`src/rtl/idma_nd_unroller.sv`:
```
`default_nettype none
// ============================================================================
// Module   : idma_nd_unroller
// Brief    : Unrolls one 3-D ND transfer into a stream of 1-D backend requests.
//            Dim 0 is the contiguous length; dims 1 and 2 carry rep counts and
//            independent src/dst strides. One request per handshake, done pulse
//            in the cycle after the last request is accepted.
// Revision : 1.0 - initial release
// ============================================================================
module idma_nd_unroller #(
  parameter int unsigned AddrWidth = 32,
  parameter int unsigned LenWidth  = 32,
  parameter int unsigned RepWidth  = 32
) (
  input  logic                   clk_i,
  input  logic                   rst_i,
  input  logic                   nd_valid_i,
  output logic                   nd_ready_o,
  input  logic [AddrWidth-1:0]   nd_src_addr_i,
  input  logic [AddrWidth-1:0]   nd_dst_addr_i,
  input  logic [LenWidth-1:0]    nd_length_i,
  input  logic [2*RepWidth-1:0]  nd_reps_i,
  input  logic [2*AddrWidth-1:0] nd_src_stride_i,
  input  logic [2*AddrWidth-1:0] nd_dst_stride_i,
  output logic                   req_valid_o,
  input  logic                   req_ready_i,
  output logic [AddrWidth-1:0]   req_src_addr_o,
  output logic [AddrWidth-1:0]   req_dst_addr_o,
  output logic [LenWidth-1:0]    req_length_o,
  output logic                   req_last_o,
  output logic                   nd_done_o,
  output logic                   busy_o
);

  localparam logic [RepWidth-1:0] c_rep_one  = {{(RepWidth-1){1'b0}}, 1'b1};
  localparam logic [RepWidth-1:0] c_rep_zero = '0;

  typedef enum logic [0:0] {
    ST_IDLE = 1'b0,
    ST_EMIT = 1'b1
  } state_e;

  state_e r_state;
  state_e w_state_next;

  // Job context captured at accept time
  logic [AddrWidth-1:0] r_s1, r_s2, r_d1, r_d2;
  logic [RepWidth-1:0]  r_r1, r_r2;
  logic [LenWidth-1:0]  r_len;

  // Walking pointers: dim-2 (outer) and dim-1 (inner, the emitted address)
  logic [AddrWidth-1:0] r_src1, r_dst1, r_src2, r_dst2;
  logic [RepWidth-1:0]  r_c1, r_c2;
  logic                 r_done;

  logic                 w_hs;
  logic                 w_c1_end;
  logic                 w_last;
  logic                 w_accept;
  logic [RepWidth-1:0]  w_r1_in, w_r2_in;
  logic [AddrWidth-1:0] w_src2_nxt, w_dst2_nxt;

  assign w_accept   = (r_state == ST_IDLE) && nd_valid_i;
  assign w_hs       = (r_state == ST_EMIT) && req_ready_i;
  assign w_c1_end   = (r_c1 == (r_r1 - c_rep_one));
  assign w_last     = (r_state == ST_EMIT) && w_c1_end && (r_c2 == (r_r2 - c_rep_one));

  // A zero rep count means "one repetition" so every job emits at least one request
  assign w_r1_in    = (nd_reps_i[RepWidth-1:0] == c_rep_zero) ? c_rep_one
                                                              : nd_reps_i[RepWidth-1:0];
  assign w_r2_in    = (nd_reps_i[2*RepWidth-1:RepWidth] == c_rep_zero) ? c_rep_one
                                                                       : nd_reps_i[2*RepWidth-1:RepWidth];

  assign w_src2_nxt = r_src2 + r_s2;
  assign w_dst2_nxt = r_dst2 + r_d2;

  assign nd_ready_o     = (r_state == ST_IDLE);
  assign busy_o         = (r_state == ST_EMIT);
  assign req_valid_o    = (r_state == ST_EMIT);
  assign req_src_addr_o = r_src1;
  assign req_dst_addr_o = r_dst1;
  assign req_length_o   = r_len;
  assign req_last_o     = w_last;
  assign nd_done_o      = r_done;

  // State register
  always_ff @(posedge clk_i) begin
    if (rst_i) r_state <= ST_IDLE;
    else       r_state <= w_state_next;
  end

  // Next-state: leave IDLE on accept, return once the last request is taken
  always_comb begin
    w_state_next = r_state;
    case (r_state)
      ST_IDLE: if (nd_valid_i)     w_state_next = ST_EMIT;
      ST_EMIT: if (w_hs && w_last) w_state_next = ST_IDLE;
      default:                     w_state_next = ST_IDLE;
    endcase
  end

  // Job capture and pointer/counter advance on each non-final handshake
  always_ff @(posedge clk_i) begin
    if (rst_i) begin
      r_s1   <= '0;
      r_s2   <= '0;
      r_d1   <= '0;
      r_d2   <= '0;
      r_r1   <= '0;
      r_r2   <= '0;
      r_len  <= '0;
      r_src1 <= '0;
      r_dst1 <= '0;
      r_src2 <= '0;
      r_dst2 <= '0;
      r_c1   <= '0;
      r_c2   <= '0;
    end else if (w_accept) begin
      r_s1   <= nd_src_stride_i[AddrWidth-1:0];
      r_s2   <= nd_src_stride_i[2*AddrWidth-1:AddrWidth];
      r_d1   <= nd_dst_stride_i[AddrWidth-1:0];
      r_d2   <= nd_dst_stride_i[2*AddrWidth-1:AddrWidth];
      r_r1   <= w_r1_in;
      r_r2   <= w_r2_in;
      r_len  <= nd_length_i;
      r_src1 <= nd_src_addr_i;
      r_dst1 <= nd_dst_addr_i;
      r_src2 <= nd_src_addr_i;
      r_dst2 <= nd_dst_addr_i;
      r_c1   <= '0;
      r_c2   <= '0;
    end else if (w_hs && !w_last) begin
      if (!w_c1_end) begin
        r_c1   <= r_c1 + c_rep_one;
        r_src1 <= r_src1 + r_s1;
        r_dst1 <= r_dst1 + r_d1;
      end else begin
        // Inner dim exhausted: step the outer pointer and restart inner from it
        r_c1   <= '0;
        r_c2   <= r_c2 + c_rep_one;
        r_src2 <= w_src2_nxt;
        r_dst2 <= w_dst2_nxt;
        r_src1 <= w_src2_nxt;
        r_dst1 <= w_dst2_nxt;
      end
    end
  end

  // Done pulse one cycle after the final handshake
  always_ff @(posedge clk_i) begin
    if (rst_i) r_done <= 1'b0;
    else       r_done <= w_hs && w_last;
  end

endmodule
`default_nettype wire
```
`config.mk`:
```
export PLATFORM = sky130hd
export DESIGN_NAME = idma_nd_unroller
export DESIGN_NICKNAME = d
export VERILOG_FILES = /design/src/rtl/idma_nd_unroller.sv
export SDC_FILE = /design/constraint.sdc
export NUM_CORES = 1
export LEC_CHECK = 0
export BUFFER_PORTS_ARGS = -buffer_cell sky130_fd_sc_hd__buf_2
export CORE_ASPECT_RATIO = 1.5
export CORE_UTILIZATION = 40
export CTS_CLUSTER_DIAMETER = 120
export DETAILED_ROUTE_END_ITERATION = 6
export PLACE_DENSITY = 0.7
export SLEW_MARGIN = 5
export SYNTH_ARGS = -nofsm -noshare
export SYNTH_HDL_FRONTEND = slang
export SYNTH_SLANG_ARGS = --single-unit
```
`constraint.sdc`:
```
create_clock -name clk_i -period 4.2 [get_ports clk_i]
set_input_delay 0.63 -clock clk_i [delete_from_list [all_inputs] [get_ports clk_i]]
set_output_delay 0.63 -clock clk_i [all_outputs]
set_load 0.01 [all_outputs]
```
==> results of run 1 <==
[layout make-up]
cell class                      count  area, µm²  area share [%]
Clock buffer                       64       1380            4.67
Timing Repair Buffer              460       2660            8.97
Tap cell                          791        990            3.34
Inverter                           66        253           0.854
Multi-Input combinational cell   2562      15700            53.1
Clock inverter                     21        221           0.748
Sequential cell                   418       8380            28.3
Antenna cell                        4       10.0          0.0338
[synth_stat cells, types with 7 or more instances]
master      n  area share, %
nand2_1   596            9.0
dfxtp_1   418             34
a21oi_1   342            6.9
nor2_1    269            4.1
clkbuf_1  146            2.2
ha_1      128            6.5
xnor2_1   126            4.4
o21ai_0   125            2.5
nand3_1   112            2.3
xor2_1     94            3.3
inv_1      66            1.0
a21o_1     59            1.8
nor3_1     59            1.2
nand4_1    53            1.3
a211oi_1   43            1.3
a31oi_1    42            1.1
nor4_1     39           0.98
a22o_1     30            1.1
o211ai_1   26           0.79
mux2i_1    25            1.0
buf_2      21           0.42
nand2b_1   21           0.53
o221a_2    21           0.95
o21ai_1    20           0.40
and3_1     18           0.45
o21a_1     18           0.54
and2_1     16           0.40
nor2b_1    16           0.40
o21bai_1   16           0.48
or3_1      14           0.35
a22oi_1    12           0.36
o221ai_1   12           0.42
o22ai_1    12           0.30
or4_1      12           0.36
buf_1      11           0.17
nand3b_1   11           0.33
and4_1     10           0.35
o31ai_1    10           0.30
a211o_1     9           0.32
a311oi_1    9           0.32
nor3b_1     8           0.24
nor4_2      7           0.35
o211a_1     7           0.28
or2_2       7           0.18
[cell families (layout without fill, tap and decap cells)]
kind of cell / after synthesis / count (layout) / share of synthesized area, %
flip-flops: 418 / 418 / 33.7
adder cells (fa/ha/maj): 132 / 132 / 6.78
multiplexers: 30 / 30 / 1.24
XOR/XNOR: 220 / 220 / 7.77
AO/OA/AOI/OAI: 884 / 884 / 22.7
other: 0 / 4 / 0
buffers and inverters: 246 / 611 / 3.85
AND/OR/NAND/NOR: 1296 / 1296 / 23.9
[worst reg2reg max path, stage by stage, from the launching register on]
cell	delay, ps
dfxtp_2	360
inv_1	90
ha_1	160
or4b_4	510
nor3b_1	270
a32oi_1	110
nor4_2	380
nand4b_1	240
o31a_1	400
nand3_1	100
buf_4	290
nand2_1	230
or4_1	580
nand2_1	80
[report_power, final]
group          internal [mW]  leakage [nW]  total (mW)  switching [mW]
clock                   2.55         0.786        4.33            1.78
sequential              4.19          3.43        4.41           0.221
combinational          0.855          8.19        2.10            1.25
[cells in the final DEF, fill, tap and decap left out, drive strengths merged, types with 11 or more instances in the layout]
| cell type | n |
|---|---|
| a211oi | 43 |
| clkinv | 12 |
| nor4 | 47 |
| a22oi | 12 |
| o21ai | 145 |
| or3 | 14 |
| nor2 | 270 |
| a22o | 30 |
| mux2i | 25 |
| a21oi | 342 |
| and3 | 18 |
| a21o | 59 |
| or4 | 12 |
| a31oi | 42 |
| nor2b | 16 |
| o221a | 22 |
| ha | 128 |
| dfxtp | 418 |
| buf | 460 |
| xnor2 | 126 |
| o21a | 18 |
| inv | 66 |
| xor2 | 94 |
| o211ai | 26 |
| o221ai | 12 |
| o21bai | 16 |
| and2 | 16 |
| nand2 | 597 |
| nand4 | 54 |
| o22ai | 12 |
| clkbuf | 64 |
| nand3b | 11 |
| nand2b | 21 |
| nand3 | 113 |
| nor3 | 63 |
[per-stage QoR]
| step | setup slack [ps] | hold WS (ps) | setup TNS [ps] |
|---|---|---|---|
| after floorplan | 789 | 440 | 0 |
| after global placement | 273 | 440 | 0 |
| after detailed placement | 186 | 443 | 0 |
| after CTS | 8.61 | 236 | 0 |
| after global routing | -56.6 | 250 | -56.6 |
| final | 148 | 274 | 0 |
[path summary, 6_finish.rpt]
| check | from | to | slack [ps] | cells after the start |
|---|---|---|---|---|
| worst max register to register | r_r2[0] | r_c1[18] | 350 | 13 |
| worst min-delay path | nd_length_i[25] | req_length_o[25] | 270 | 3 |
| worst min register to register | req_length_o[2] | req_length_o[2] | 450 | 2 |
| worst max-delay path | r_r1[1] | req_last_o | 150 | 12 |
[routing by layer]
metal  vias to the layer above  GRT usage [%]
met5                         -              0
met4                        20           14.3
met3                       245           4.32
met2                       814           45.2
met1                     11760           31.3
li1                      12184              -
[what timing repair did]
action                     in CTS  in global routing
buffers inserted                5                  5
setup endpoints to repair       1                  4
resized for setup              17                 30
cloned                          0                  0
hold buffers                    0                  0
pin swaps                      10                 13
==> flow_summary_export.csv, run 1 <==
group,metric,value,unit
cells_and_area,post-route-util,48.3,%
yosys,synthCells,3226,
global_routing,grt_overflow_total,0,
route,drt-met1-wl,34700,µm
floorplan,die_w,205,µm
route,wl_per_cell,19.6,µm
power,vdd_drop_max,277,µV
global_routing,antenna_found_initial,12,
place,gp_congestion,0.929,
route,topRoutingLayerUsed,"met5",
yosys,synth_nets,3650,
yosys,ys_ff_latch,418,
sta,slew_violations,0,
outcome,outcome,"finished, final reports clean",
worst_setup_path,cp_top_family,"simple AND/OR/NAND/NOR gates",
route,num_vias,25023,
global_routing,grt_pass1_wl,131000,µm
cts,cts.path.max_buffers,3,
cells_and_area,design_area,29600,µm²
route,route.detailed.drc,0,
global_routing,grt_use_total,26.4,%
sta,timing.final.crit_share,96.5,%
yosys,syn_area,24800,µm²
sta,worstMarginPinSlew,819,ps
place,place_hpwl,62700,µm
route,drt_wl_total,85900,µm
worst_setup_path,worstPathCellList,"inv_4 > ha_4 > or4b_4 > or3b_4 > o22ai_4 > a21oi_4 > a2111oi_4 > nand4b_1 > nor4_2 > nand3_2 > inv_2 > buf_6",
worst_setup_path,crit_slowest_cell,"or4b_4",
cts,clk_pin_slew,60,ps
power,power.leakage,12.4,nW
route,final_antenna_net_count,0,
route,route.met2.wl,41200,µm
global_routing,grt_max_degree,154,
worst_setup_path,cp_data_arrival_time,3420,ps
sta,rsz0062_at_grt,"yes",
route,drt-initial-drc-count,1665,
worst_setup_path,start_kind,"register",
floorplan,coreArea,61200,µm²
worst_setup_path,end_kind,"output pin",
sta,slew_headroom,45.4,%
yosys,synth_enable_flop_cells,0,
route,viasPerCell,5.71,
yosys,ys.flop_type,"dfxtp_1",
cells_and_area,drive_gt1_share,17.6,%
place,dp_cells,4287,
sta,finalHoldViolations,0,
worst_hold_path,hp-class,"in2reg",
floorplan,rows,111,
place,placedInstanceArea,27700,µm²
cts,cts_tree,"done",
run,max_cap_violations,0,
yosys,yosysSeqAreaShare,33.7,%
floorplan,die-area,63000,µm²
cts,cts_made_buffers,46,
power,power,10.8,mW
worst_setup_path,cp.required,3570,ps
cts,cts-root-buf,"clkbuf_16",
worst_setup_path,max_stage_delay,460,ps
route,first_pass_iters,5,
sta,fmax,247,MHz
worst_setup_path,crit_buf_inv,3,
floorplan,dieHeight,307,µm
sta,clock_skew,17.4,ps
worst_setup_path,worstSetupPathType,"reg2out",
cts,clkSinkCount,418,
worst_setup_path,worstPathMaxFanout,4,
cells_and_area,num-fill-cells,6185,
yosys,ys.warnings.count,0,
global_routing,grt_pass1_vias,23854,
power,power.density,366,nW/µm²
sta,setup_viol,0,
cells_and_area,area_delta_synth_final,19.3,%
floorplan,io_pins,393,
yosys,synthDistinctLibCells,91,
route,wl_met3,5160,µm
yosys,async_flop_share,0,%
cells_and_area,nets,3978,
sta,layout_min_cycle_time,4050,ps
yosys,avgSynthCellArea,7.69,µm²
floorplan,initial_core_util,40.5,%
cts,worstSkewPairLatency,590,ps
cells_and_area,fin_cells,4386,
cts,htreeDepth,2,
place,port_buffers,392,
No activity file was read; power rests on OpenSTA's default activity.
==> run 2: changes to the inputs <==
--- a/config.mk
+++ b/config.mk
@@ -8,6 +8,7 @@
 export BUFFER_PORTS_ARGS = -buffer_cell sky130_fd_sc_hd__buf_2
 export CORE_ASPECT_RATIO = 1.5
 export CORE_UTILIZATION = 40
+export CTS_BUF_LIST = sky130_fd_sc_hd__clkbuf_4 sky130_fd_sc_hd__clkbuf_8
 export CTS_CLUSTER_DIAMETER = 120
 export DETAILED_ROUTE_END_ITERATION = 6
 export PLACE_DENSITY = 0.7
==> run 2 against run 1 <==
Net effect: first-iteration DRC count down 1.8%; setup slack worse by 150 ps; combinational power about the same; sequential power about the same; the run now ends with negative setup slack left; fmax down 3.6%; global-route usage up 0.25 points; worst hold slack worse by 100 ps; clock power down 4%; final cell count up 0.93%; clock skew up 19 ps; critical path depth down 1; sequential cell count unchanged.
==> flow_summary_export.csv, run 2 (synthesized netlist as in run 1, its figures left out) <==
group,metric,value,unit
run,max_cap_violations,0,
cts,clk_pin_slew,60,ps
cells_and_area,num-fill-cells,6198,
global_routing,antenna_found_initial,12,
power,p_sw,3.29,mW
global_routing,grt_max_degree,154,
worst_setup_path,worstPathMaxFanout,6,
worst_setup_path,cp_data_arrival_time,3570,ps
cells_and_area,final_cell_mix,"593 x nand2_1, 414 x dfxtp_1, 390 x buf_2, 340 x a21oi_1, 267 x nor2_1",
worst_setup_path,endpoint,"req_last_o",
worst_setup_path,max_stage_delay,570,ps
sta,rsz0062_at_grt,"yes",
worst_hold_path,hp-class,"in2reg",
power,pwr-share-clk,39.0,%
sta,finalSetupTns,-4.24,ps
worst_setup_path,end_kind,"output pin",
global_routing,grt_pass1_vias,24184,
power,seq_power_share,41.4,%
sta,fin_ws,-4.24,ps
sta,layout_min_cycle_time,4200,ps
sta,slew_headroom,47.1,%
route,drt-initial-drc-count,1635,
cts,cts-root-buf,"clkbuf_8",
cts,clkSinkCount,418,
global_routing,grt_overflow_total,0,
worst_setup_path,timing.rr.start,"r_r1[1]",
worst_hold_path,hold_start,"nd_src_stride_i[2]",
power,p_comb_share,19.6,%
worst_setup_path,rr_worst_depth,14,
power,power.leakage,12.5,nW
cells_and_area,multiInputGateArea,15700,µm²
worst_setup_path,worstSetupPathType,"reg2out",
worst_setup_path,worstSetupStartpoint,"r_r1[0]",
cts,cts_made_buffers,73,
power,p_int,7.36,mW
place,port_buffers,392,
sta,setup_viol,1,
floorplan,initial_core_util,40.5,%
worst_setup_path,r2r-end,"req_src_addr_o[23]",
cells_and_area,drive_gt1_share,18.6,%
worst_setup_path,crit_buf_inv,3,
outcome,violations,"negative setup slack",
floorplan,io_pins,393,
cts,cts_tree,"done",
route,route.detailed.drc,0,
worst_setup_path,start_kind,"register",
floorplan,die-area,63000,µm²
sta,worstMarginPinSlew,791,ps
worst_setup_path,cp_common_cell,"buf_6",
worst_setup_path,worstPathCellList,"or4_1 > buf_6 > nor3b_1 > o2bb2ai_1 > a21oi_2 > a2111oi_4 > nand4b_1 > nor4_2 > nand3_2 > inv_2 > buf_6",
power,power.density,360,nW/µm²
route,final_antenna_net_count,0,
sta,slew_violations,0,
route,viasPerCell,5.71,
worst_setup_path,cp.required,3570,ps
sta,timing.final.crit_share,100,%
worst_setup_path,path_depth,11,
cts,ctsHoldBuffers,0,
global_routing,grt_use_total,26.7,%
outcome,outcome,"finished with violations",
cts,cts.path.max_buffers,3,
power,vdd_drop_max,232,µV
sta,clock_skew,36.3,ps
place,place_hpwl,62700,µm
cts,worstSkewPairLatency,690,ps
cells_and_area,area_delta_synth_final,19.1,%
power,power,10.7,mW
floorplan,coreArea,61200,µm²
global_routing,grt_pass1_wl,132000,µm
sta,fmax,238,MHz
cells_and_area,post-route-util,48.2,%
route,drt_wl_total,86200,µm
sta,finalHoldViolations,0,
power,swShare,30.9,%
cells_and_area,nets,4005,
cts,htreeDepth,3,
worst_setup_path,r2r_slack,290,ps
route,wl_per_cell,19.5,µm
floorplan,dieHeight,307,µm
route,first_pass_iters,6,
worst_setup_path,crit_slowest_cell,"or4_1",
place,gp_congestion,0.929,
floorplan,rows,111,
floorplan,die_w,205,µm
worst_setup_path,cp_top_family,"simple AND/OR/NAND/NOR gates",
cells_and_area,final_common_cell,"nand2_1",
route,num_vias,25260,
cells_and_area,regArea,8380,µm²
## run 2: changes by cell type in the layout (fill, tap and decap cells not counted), sizes merged
| cell | before | now |
|---|---|---|
| bufinv | 4 | 2 |
| clkbuf | 64 | 115 |
| clkinv | 12 | 5 |
| clkinvlp | 5 | 3 |
| diode | 4 | 2 |
| inv | 66 | 69 |
## run 2: power groups by stage
stage | Clock (mW) | Sequential [mW] | Combinational [mW]
final | 4.15 | 4.41 | 2.09
after global routing | 4.40 | 4.43 | 2.30
after CTS | 4.26 | 4.40 | 2.06
after detailed placement | 0 | 4.49 | 2.03
after global placement | 0 | 4.48 | 2.01
after floorplan | 0 | 4.43 | 1.34
## run 2: worst min path at each step
stage / to / slack (ps) / cells past startpoint
global route: r_r1[3] / 150 / 2
finish: r_s1[2] / 170 / 3
floorplan: r_d1[0] / 440 / 2
CTS: r_r1[13] / 110 / 2
detailed placement: req_length_o[2] / 440 / 2
global placement: req_length_o[3] / 440 / 2
## run 2: per-stage QoR
stage          setup slack [ps]  hold WS [ps]  std cells  cell area (µm²)
2_1_floorplan               789           440       3226            24800
3_3_place_gp                273           440       4287            27700
3_5_place_dp                186           443       4287            27700
4_1_cts                   -83.8           106       4421            29400
5_1_grt                    -232           154       4427            29500
6_report                  -4.24           172       4427            29500
## run 2: repair_timing
action                     CTS  global route
setup endpoints to repair    1             4
pin swaps                   10            10
hold endpoints to repair     0             0
buffers inserted             6             4
gates resized for setup     20            20
## run 2: worst reg2reg max path, delay by kind of cell, from the launching register on
family / cells / cell delay (ps)
AO/OA/AOI/OAI: 4 / 1350
AND/OR/NAND/NOR: 5 / 1210
buffers and inverters: 4 / 710
flip-flops: 1 / 350
adder cells (fa/ha/maj): 1 / 130
## run 2: area by class of cell
type | instances | area share [%]
well taps | 791 | 3.35
repair buffers | 460 | 8.99
clock inverters | 13 | 0.453
flip-flops and latches | 418 | 28.3
clock buffers | 115 | 4.91
multi-input cells | 2562 | 53.1
diodes | 2 | 0.0169
inverters | 66 | 0.847
## run 2: layer usage
metal | share of wire, % | GRT usage (%)
met5 | 0.17 | 0
met2 | 48 | 45.5
met3 | 6.7 | 4.62
met4 | 5.4 | 15.5
met1 | 40 | 31.1
==> run 3: changes to the inputs <==
--- a/config.mk
+++ b/config.mk
@@ -7,11 +7,11 @@
 export LEC_CHECK = 0
 export BUFFER_PORTS_ARGS = -buffer_cell sky130_fd_sc_hd__buf_2
 export CORE_ASPECT_RATIO = 1.5
-export CORE_UTILIZATION = 40
+export CORE_UTILIZATION = 29
 export CTS_BUF_LIST = sky130_fd_sc_hd__clkbuf_4 sky130_fd_sc_hd__clkbuf_8
 export CTS_CLUSTER_DIAMETER = 120
 export DETAILED_ROUTE_END_ITERATION = 6
-export PLACE_DENSITY = 0.7
+export PLACE_DENSITY = 0.56
 export SLEW_MARGIN = 5
 export SYNTH_ARGS = -nofsm -noshare
 export SYNTH_HDL_FRONTEND = slang
==> run 3 against run 2 <==
Net effect: the run still ends with negative setup slack left; clock skew grew 17 ps; highest routed layer unchanged; die area rose by 38%; utilization shrank 13 points.
==> flow_summary_export.csv, run 3 (synthesized netlist as in run 1, its figures left out) <==
group,metric,value,unit
power,p_int,7.35,mW
cells_and_area,nets,4034,
place,place_hpwl,70100,µm
outcome,outcome,"finished with violations",
floorplan,rows,131,
global_routing,grt_pass1_wl,142000,µm
power,vdd_drop_max,218,µV
sta,worstMarginPinSlew,1030,ps
worst_setup_path,r2r_slack,220,ps
power,p_comb_share,19.7,%
cts,cts_made_buffers,78,
cts,cts.path.max_buffers,3,
sta,clock_skew,53.4,ps
cts,cts-root-buf,"clkbuf_8",
route,viasPerCell,5.22,
power,p_sw,3.46,mW
worst_hold_path,hp-class,"in2reg",
sta,fin_ws,-47.8,ps
outcome,violations,"negative setup slack",
floorplan,die_w,241,µm
floorplan,io_pins,393,
sta,fmax,235,MHz
sta,finalSetupTns,-47.8,ps
route,first_pass_iters,5,
sta,slew_headroom,30.9,%
power,seq_power_share,40.8,%
cells_and_area,final_common_cell,"nand2_1",
sta,rsz0062_at_grt,"yes",
cts,clkSinkCount,418,
cts,htreeDepth,3,
place,gp_congestion,0.933,
worst_setup_path,r2r-end,"req_src_addr_o[17]",
global_routing,grt_max_degree,137,
power,pwr-share-clk,39.5,%
worst_hold_path,hold_start,"nd_src_stride_i[9]",
cells_and_area,regArea,8380,µm²
floorplan,initial_core_util,29.2,%
global_routing,grt_use_total,21.3,%
route,drt_wl_total,94500,µm
floorplan,coreArea,84900,µm²
power,power.density,358,nW/µm²
worst_hold_path,whs_path_depth,3,
worst_setup_path,worstPathMaxFanout,6,
sta,holdWs,111,ps
worst_setup_path,cp.required,3570,ps
global_routing,gr-usage-met1,25.2,%
cts,worstSkewPairLatency,760,ps
route,num_vias,25018,
route,final_antenna_net_count,0,
place,port_buffers,392,
global_routing,grt_pass1_vias,24266,
worst_setup_path,start_kind,"register",
cells_and_area,post-route-util,35.5,%
cells_and_area,area_delta_synth_final,21.6,%
worst_setup_path,cp_data_arrival_time,3620,ps
power,power,10.8,mW
cts,ctsHoldBuffers,0,
global_routing,antenna_found_initial,11,
sta,slew_violations,0,
worst_setup_path,rr_worst_depth,15,
cts,clk_pin_slew,60,ps
cells_and_area,final_cell_mix,"592 x nand2_1, 414 x dfxtp_1, 390 x buf_2, 341 x a21oi_1, 267 x nor2_1",
power,power.leakage,12.6,nW
global_routing,busiest_layer,"met2",
global_routing,use_met3,3.72,%
route,wl_per_cell,19.7,µm
power,swShare,32.0,%
floorplan,dieHeight,360,µm
sta,layout_min_cycle_time,4250,ps
cells_and_area,multiInputGateArea,15700,µm²
run,max_cap_violations,0,
cts,cts_tree,"done",
floorplan,die-area,86700,µm²
place,post-place-ws,147,ps
route,route.detailed.drc,0,
worst_setup_path,end_kind,"output pin",
cells_and_area,drive_gt1_share,19.3,%
sta,finalHoldViolations,0,
worst_setup_path,worstSetupPathType,"reg2out",
global_routing,grt_overflow_total,0,
global_routing,use_met2,36.7,%
worst_setup_path,timing.rr.start,"r_r1[7]",
sta,setup_viol,1,
cells_and_area,num-fill-cells,9203,
sta,timing.final.crit_share,101,%
route,drt-initial-drc-count,1347,
worst_hold_path,hold-path-endpoint,"r_s1[9]",
## run 3: cell types whose count changed in the layout (fill, tap and decap cells not counted), sizes merged
cell and delta:
buf +24, clkbuf -5, clkinv +8, clkinvlp -3, diode +2, inv +2
## run 3: cell type report
| cell class | count | share of cell area [%] |
|---|---|---|
| clock buffers | 110 | 4.69 |
| well taps | 1130 | 4.69 |
| inverters | 66 | 0.830 |
| clock inverters | 20 | 0.651 |
| multi-input cells | 2562 | 52.0 |
| flip-flops and latches | 418 | 27.8 |
| repair buffers | 484 | 9.32 |
| diodes | 4 | 0.0332 |
## run 3: power by group through the flow
stage / Combinational, mW / Sequential, mW / Clock, mW
2_1_floorplan: 1.34 / 4.43 / 0
3_3_place_gp: 2.07 / 4.49 / 0
3_5_place_dp: 2.07 / 4.50 / 0
4_1_cts: 2.11 / 4.41 / 4.43
5_1_grt: 2.35 / 4.44 / 4.59
6_report: 2.13 / 4.41 / 4.27
## run 3: worst max-delay path: stages (launching register included)
cell and delay [ps]:
dfxtp_4 360, or4_4 510, buf_4 180, nor2_2 120, xnor2_1 140, o211ai_1 210, a2111oi_4 400, nand4b_1 230
nor4_2 330, nand3_2 180, inv_2 110, buf_6 120
## run 3: metrics by stage
step / instance area [µm²] / std cells
floorplan: 24800 / 3226
CTS: 30000 / 4784
detailed placement: 28300 / 4645
global placement: 28300 / 4645
global route: 30200 / 4794
finish: 30200 / 4794
## run 3: timing repair
item	in CTS	in global routing
resized for setup	25	17
setup endpoints to repair	1	9
setup buffers	9	6
pin swaps	11	15
hold endpoints to repair	0	0
## run 3: how the worst max path moves through the flow
stage	from	endpoint	slack, ps	depth (start not counted)
6_report	r_r1[0]	req_last_o	-50	11
5_1_grt	r_r1[2]	req_last_o	-200	11
4_1_cts	r_r1[0]	req_last_o	-190	12
3_5_place_dp	r_r1[0]	req_src_addr_o[17]	150	12
3_3_place_gp	r_r1[0]	req_dst_addr_o[25]	190	14
2_1_floorplan	r_r1[6]	r_c1[1]	790	13
## run 3: layer usage
metal	wire length, µm	vias up
met5	80	-
met4	4150	12
met3	5190	190
met2	45700	702
met1	39300	11793
li1	-	12321
